--- config.mk ---
export PLATFORM = sky130hd
export DESIGN_NAME = control_unit
export DESIGN_NICKNAME = d
export VERILOG_FILES = /design/src/rtl/control_unit.sv
export SDC_FILE = /design/constraint.sdc
export NUM_CORES = 1
export LEC_CHECK = 0
export BUFFER_PORTS_ARGS = -buffer_cell sky130_fd_sc_hd__buf_2
export CORE_MARGIN = 3
export CORE_UTILIZATION = 50
export CTS_BUF_LIST = sky130_fd_sc_hd__clkbuf_4
export DETAILED_ROUTE_END_ITERATION = 16
export PLACE_DENSITY = 0.92
export SYNTH_ARGS = -nofsm -noshare
export SYNTH_HDL_FRONTEND = slang
export SYNTH_SLANG_ARGS = --single-unit
--- constraint.sdc ---
create_clock -name clk -period 2.24 [get_ports clk]
set_input_delay 0.448 -clock clk [delete_from_list [all_inputs] [get_ports clk]]
set_output_delay 0.448 -clock clk [all_outputs]
set_load 0.02 [all_outputs]
--- src/rtl/control_unit.sv ---
// Multicycle MIPS-subset control FSM: fetch/decode prefix, per-class execute
// sequences, optional overflow trap enabled by the OVERFLOW_TRAP_EN macro.
module control_unit (
   input  logic       clk,
   input  logic       rst,
   input  logic [5:0] opcode,
   input  logic [5:0] funct,
   input  logic       alu_zero,
   input  logic       alu_overflow,
   output logic       pc_load,
   output logic       ir_load,
   output logic       mem_write,
   output logic       reg_write,
   output logic       regA_load,
   output logic       regB_load,
   output logic       aluout_load,
   output logic       epc_load,
   output logic [2:0] alu_op,
   output logic [1:0] mem_addr_sel,
   output logic [1:0] wreg_sel,
   output logic [2:0] wdata_sel,
   output logic       alu_srcA_sel,
   output logic [1:0] alu_srcB_sel,
   output logic [1:0] pc_src
);

   // state     | meaning
   // RESET     | held in reset, all outputs 0
   // FETCH0/1  | instruction memory read at PC
   // FETCH2    | IR <= mem, PC <= PC+4
   // DECODE    | A/B <= regs, ALUOut <= branch target, dispatch
   // R_EXEC    | ALUOut <= A op B
   // R_WB      | rd <= ALUOut
   // ADDI_EXEC | ALUOut <= A + imm
   // ADDI_WB   | rt <= ALUOut
   // LW_ADDR   | ALUOut <= A + imm
   // LW_MEM    | data memory read at ALUOut
   // LW_WAIT   | data memory read held
   // LW_WB     | rt <= memory data
   // SW_ADDR   | ALUOut <= A + imm
   // SW_MEM    | mem[ALUOut] <= B
   // BEQ/BNE   | compare A-B, PC <= ALUOut if taken
   // JUMP      | PC <= jump target
   // EXC0      | EPC <= PC-4 (trap build only)
   // EXC1      | PC <= exception vector (trap build only)

   localparam logic [5:0] OP_RTYPE = 6'h00;
   localparam logic [5:0] OP_ADDI  = 6'h08;
   localparam logic [5:0] OP_LW    = 6'h23;
   localparam logic [5:0] OP_SW    = 6'h2B;
   localparam logic [5:0] OP_BEQ   = 6'h04;
   localparam logic [5:0] OP_BNE   = 6'h05;
   localparam logic [5:0] OP_J     = 6'h02;

   localparam logic [5:0] FN_ADD = 6'h20;
   localparam logic [5:0] FN_SUB = 6'h22;
   localparam logic [5:0] FN_AND = 6'h24;

   localparam logic [2:0] ALU_PASSA = 3'b000;
   localparam logic [2:0] ALU_ADD   = 3'b001;
   localparam logic [2:0] ALU_SUB   = 3'b010;
   localparam logic [2:0] ALU_AND   = 3'b011;

   typedef enum logic [4:0] {
      RESET,
      FETCH0,
      FETCH1,
      FETCH2,
      DECODE,
      R_EXEC,
      R_WB,
      ADDI_EXEC,
      ADDI_WB,
      LW_ADDR,
      LW_MEM,
      LW_WAIT,
      LW_WB,
      SW_ADDR,
      SW_MEM,
      BEQ,
      BNE,
      JUMP
`ifdef OVERFLOW_TRAP_EN
      ,
      EXC0,
      EXC1
`endif
   } state_t;

   state_t     state;
   state_t     state_nxt;
   logic [2:0] r_alu_op;

`ifndef OVERFLOW_TRAP_EN
   logic unused_alu_overflow;
   assign unused_alu_overflow = alu_overflow;
`endif

   always_ff @(posedge clk) begin
      if (!rst) begin
         state <= RESET;
      end else begin
         state <= state_nxt;
      end
   end

   always_comb begin
      case (funct)
         FN_ADD:  r_alu_op = ALU_ADD;
         FN_SUB:  r_alu_op = ALU_SUB;
         FN_AND:  r_alu_op = ALU_AND;
         default: r_alu_op = ALU_PASSA;
      endcase
   end

   always_comb begin
      state_nxt    = state;
      pc_load      = 1'b0;
      ir_load      = 1'b0;
      mem_write    = 1'b0;
      reg_write    = 1'b0;
      regA_load    = 1'b0;
      regB_load    = 1'b0;
      aluout_load  = 1'b0;
      epc_load     = 1'b0;
      alu_op       = ALU_PASSA;
      mem_addr_sel = 2'b00;
      wreg_sel     = 2'b00;
      wdata_sel    = 3'b000;
      alu_srcA_sel = 1'b0;
      alu_srcB_sel = 2'b00;
      pc_src       = 2'b00;

      case (state)
         RESET:  state_nxt = FETCH0;
         FETCH0: state_nxt = FETCH1;
         FETCH1: state_nxt = FETCH2;
         FETCH2: begin
            ir_load      = 1'b1;
            pc_load      = 1'b1;
            alu_srcB_sel = 2'b01;
            alu_op       = ALU_ADD;
            state_nxt    = DECODE;
         end
         DECODE: begin
            regA_load    = 1'b1;
            regB_load    = 1'b1;
            aluout_load  = 1'b1;
            alu_srcB_sel = 2'b11;
            alu_op       = ALU_ADD;
            case (opcode)
               OP_RTYPE: state_nxt = R_EXEC;
               OP_ADDI:  state_nxt = ADDI_EXEC;
               OP_LW:    state_nxt = LW_ADDR;
               OP_SW:    state_nxt = SW_ADDR;
               OP_BEQ:   state_nxt = BEQ;
               OP_BNE:   state_nxt = BNE;
               OP_J:     state_nxt = JUMP;
               default:  state_nxt = FETCH0;
            endcase
         end
         R_EXEC: begin
            alu_srcA_sel = 1'b1;
            alu_op       = r_alu_op;
            aluout_load  = 1'b1;
            state_nxt    = R_WB;
         end
         R_WB: begin
            alu_srcA_sel = 1'b1;
            alu_op       = r_alu_op;
            wreg_sel     = 2'b01;
            reg_write    = 1'b1;
            state_nxt    = FETCH0;
`ifdef OVERFLOW_TRAP_EN
            if (alu_overflow && (funct == FN_ADD || funct == FN_SUB)) begin
               reg_write = 1'b0;
               state_nxt = EXC0;
            end
`endif
         end
         ADDI_EXEC: begin
            alu_srcA_sel = 1'b1;
            alu_srcB_sel = 2'b10;
            alu_op       = ALU_ADD;
            aluout_load  = 1'b1;
            state_nxt    = ADDI_WB;
         end
         ADDI_WB: begin
            alu_srcA_sel = 1'b1;
            alu_srcB_sel = 2'b10;
            alu_op       = ALU_ADD;
            reg_write    = 1'b1;
            state_nxt    = FETCH0;
`ifdef OVERFLOW_TRAP_EN
            if (alu_overflow) begin
               reg_write = 1'b0;
               state_nxt = EXC0;
            end
`endif
         end
         LW_ADDR, SW_ADDR: begin
            alu_srcA_sel = 1'b1;
            alu_srcB_sel = 2'b10;
            alu_op       = ALU_ADD;
            aluout_load  = 1'b1;
            state_nxt    = (state == LW_ADDR) ? LW_MEM : SW_MEM;
         end
         LW_MEM: begin
            mem_addr_sel = 2'b01;
            state_nxt    = LW_WAIT;
         end
         LW_WAIT: begin
            mem_addr_sel = 2'b01;
            state_nxt    = LW_WB;
         end
         LW_WB: begin
            reg_write = 1'b1;
            wdata_sel = 3'b001;
            state_nxt = FETCH0;
         end
         SW_MEM: begin
            mem_write    = 1'b1;
            mem_addr_sel = 2'b01;
            state_nxt    = FETCH0;
         end
         BEQ, BNE: begin
            alu_srcA_sel = 1'b1;
            alu_op       = ALU_SUB;
            pc_src       = 2'b01;
            pc_load      = (state == BEQ) ? alu_zero : ~alu_zero;
            state_nxt    = FETCH0;
         end
         JUMP: begin
            pc_load   = 1'b1;
            pc_src    = 2'b10;
            state_nxt = FETCH0;
         end
`ifdef OVERFLOW_TRAP_EN
         // PC already points past the faulting instruction, so back it off by 4.
         EXC0: begin
            epc_load     = 1'b1;
            alu_srcB_sel = 2'b01;
            alu_op       = ALU_SUB;
            state_nxt    = EXC1;
         end
         EXC1: begin
            pc_load   = 1'b1;
            pc_src    = 2'b11;
            state_nxt = FETCH0;
         end
`endif
         default: state_nxt = RESET;
      endcase
   end

endmodule
==> results by group <==
CTS
  – CTS buffer count: 3
  – H-tree depth: 1
  – Clock Tree Buf Depth: 2
  – Post-CTS Setup Repair Bufs: 0
  – CTS tree: done
  – Clk_lat worst skew: about 240 ps
  – Reg clk slew, reported paths: 40 ps
  – CTS Sinks: 5
  – CTS Hold Buffers Added: 0
  – Clock root cell: clkbuf_4

GRT
  – First-pass GRT wire length: 3029 um
  – Initial antenna violation count: 0
  – Global Route Usage Sum: between 10% and 20%
  – Vias in the first global route: ~730
  – Largest net degree at the start of global routing: 19
  – GR Overflow Total: 0

Critical path
  – CP startpoint: state[4]
  – Startpoint Class: flip-flop
  – CP max FO: 12
  – R2r worst-path depth: 5
  – Critical Path RT: between 1500 and 2000 ps
  – Worst reg-to-reg setup slack: ~700 ps
  – Crit end category: output port
  – Kind of critical path: flip-flop to output port
  – Arrival @ worst endpoint: roughly 1700 ps
  – Worst r2r src: state[0]
  – Worst r2r dst: state[4]
  – CP Capture Point: pc_load

Yosys
  – Yosys warns: 0
  – Synth Area in Compound Gates: 24.50%
  – XOR/XNOR share of the synthesized area: roughly 4.7%
  – Synth area leaders: dfxtp_1 13%, a21oi_1 7.3%, buf_4 7.0%
  – Mapped Area: roughly 750 um2
  – Top post-synthesis cells by count: 11 x a21oi_1, 11 x nand2_1, 7 x buf_4, 7 x nor2_1, 7 x nor3_1
  – Adder-cell area share of the yosys netlist: 0%
  – Post-synthesis mux area share: roughly 1.3%
  – Post-synth top area share: 13.33%
  – Distinct cells, synth: 42
  – Flops & latches, synth: 5
  – Main combinational cell family by area after synthesis: simple AND/OR/NAND/NOR gates
  – Post-synth EDFFs: 0
  – Simple-gate share of the synthesized area: between 40% and 50%
  – Sequential cell area fraction in the yosys report: roughly an eighth
  – Ys async rst share: 0%
  – Dominant synthesized flop cell: dfxtp_1
  – Most area-hungry cell type in the Yosys netlist: dfxtp_1
  – Mapped Cells: 110
  – Avg Cell Area, Syn: about 6.8 um2

Placement
  – Setup WS pre-CTS: approximately 280 ps
  – Port bufs: 31
  – Gpl congestion: ~0.87
  – HPWL reported at the end of detailed placement: 1503 um

Cells and area
  – Nets: roughly 160
  – Util after Layout: 69.23%
  – Max reg flops: 5
  – # diodes: 0
  – Largest reg by FF count: state
  – Largest regs: state x5
  – Layout area overhead: 24.50%
  – Share of layout cells above drive strength 1: 35.21%

Run
  – Maxcap violations: 0

Power and ir drop
  – Maximum vdd ir drop: 0.0003607 V
  – Lkg Pwr: around 0.45 nW
  – Pwr dens: about 380 nW/um2

Detailed routing
  – WL/cell: 11.91 um
  – Avg Vias per Cell: 5.618
  – TritonRoute pass-1 iters: 5
  – Antenna Violating Nets Remaining: 0
  – Drc violations: 0
  – Via count: 882
  – DRT Wirelength: around 1900 um
  – DR iter-0 viols: 23

Floorplan
  – Core Rows: 13
  – I/O pin count: 39
  – Core ar.: about 1400 um2
  – Chip Height: 44.75 um
  – Chip width: 44.75 um
  – Initial core utilization: 55.61%
  – Die area: 2003 um2

STA
  – Slew Limit Fails: 0
  – Hold_ws: around 420 ps
  – Min cycle time layout: approximately 2100 ps
  – Min setup slack post-route: between 100 and 150 ps
  – RSZ-0062 raised after global routing: false
  – Setup tns final: 0 ps
  – Fmax: about 0.47 GHz
  – Layout Skew: ~3.0 ps
  – Final Hold Vio Count: 0
  – Final Cycle Share: a little over nine tenths
  – Final setup fails: 0

Worst hold path
  – HP Start: opcode[5]
  – Hold Path Depth: 2
  – Hold Crit Class: input port to flip-flop

Outcome
  – Outcome: finished clean
## worst min path at each step
stage,end,slack [ps]
6_report,state[4],420
5_1_grt,state[4],430
4_1_cts,state[4],410
3_5_place_dp,state[4],670
3_3_place_gp,state[4],660
2_1_floorplan,state[4],520
## placed cells by master (no fill, tap or decap), types with 2 or more instances in the layout
cell,netlist,routed
a21oi_1,11,11
buf_2,3,31
buf_4,7,7
clkbuf_4,0,4
conb_1,1,6
dfxtp_1,5,3
dfxtp_2,0,2
nand2_1,11,11
nand2b_1,5,5
nand3_1,2,2
nor2_1,7,7
nor2b_1,6,6
nor3_1,7,7
nor3b_1,2,2
nor4b_1,3,3
o21ai_0,5,5
o2bb2ai_1,2,2
o31ai_1,2,2
xor2_1,3,3
## cell families (layout without fill, tap and decap cells)
kind of cell	count (synthesis)	after routing
AND/OR/NAND/NOR	54	54
AO/OA/AOI/OAI	29	29
buffers and inverters	16	43
flip-flops	5	5
XOR/XNOR	4	4
other	1	6
multiplexers	1	1
## routing by layer
layer | global-route usage, % | vias to the layer above | routed length (um)
met1 | 23.13 | 395 | 779
met3 | 3.586 | 2 | 176
met2 | 36.10 | 40 | 893
met5 | 0 | - | 0
li1 | - | 445 | -
met4 | 4.819 | 0 | 21
## what timing repair did
action / in CTS / in global routing
setup endpoints to repair: 0 / 6
gates resized for setup: 0 / 2
hold endpoints to repair: 0 / 0
## through the flow
step / power, mW / instance area (um2) / cells
after CTS: 0.3631 / 932.1 / 157
after global routing: 0.3848 / 934.6 / 157
after detailed placement: 0.2446 / 902.1 / 153
after floorplan: 0.2088 / 769.5 / 115
final: 0.3585 / 934.6 / 157
after global placement: 0.2402 / 902.1 / 153
## final cells by class
class	instances	area, um2
Fill cell	119	415.4
Sequential cell	5	102.6
Multi-Input combinational cell	94	571.8
Timing Repair Buffer	38	207.7
Clock buffer	4	30.03
Tap cell	15	18.77
Inverter	1	3.754
## critical path, stage by stage, from the launching register on
cell and delay, ps:
dfxtp_1 570, nand2b_1 120, or3_1 340, o21ai_0 90, o2bb2ai_1 130, buf_2 180
## report_power, final
part           switching, mW  leakage (nW)  internal [mW]
registers             0.0114        0.0417         0.0949
clock network         0.0348        0.0184         0.0793
logic                 0.0805         0.386         0.0577
Note: power is estimated with default switching activity, not from simulation.
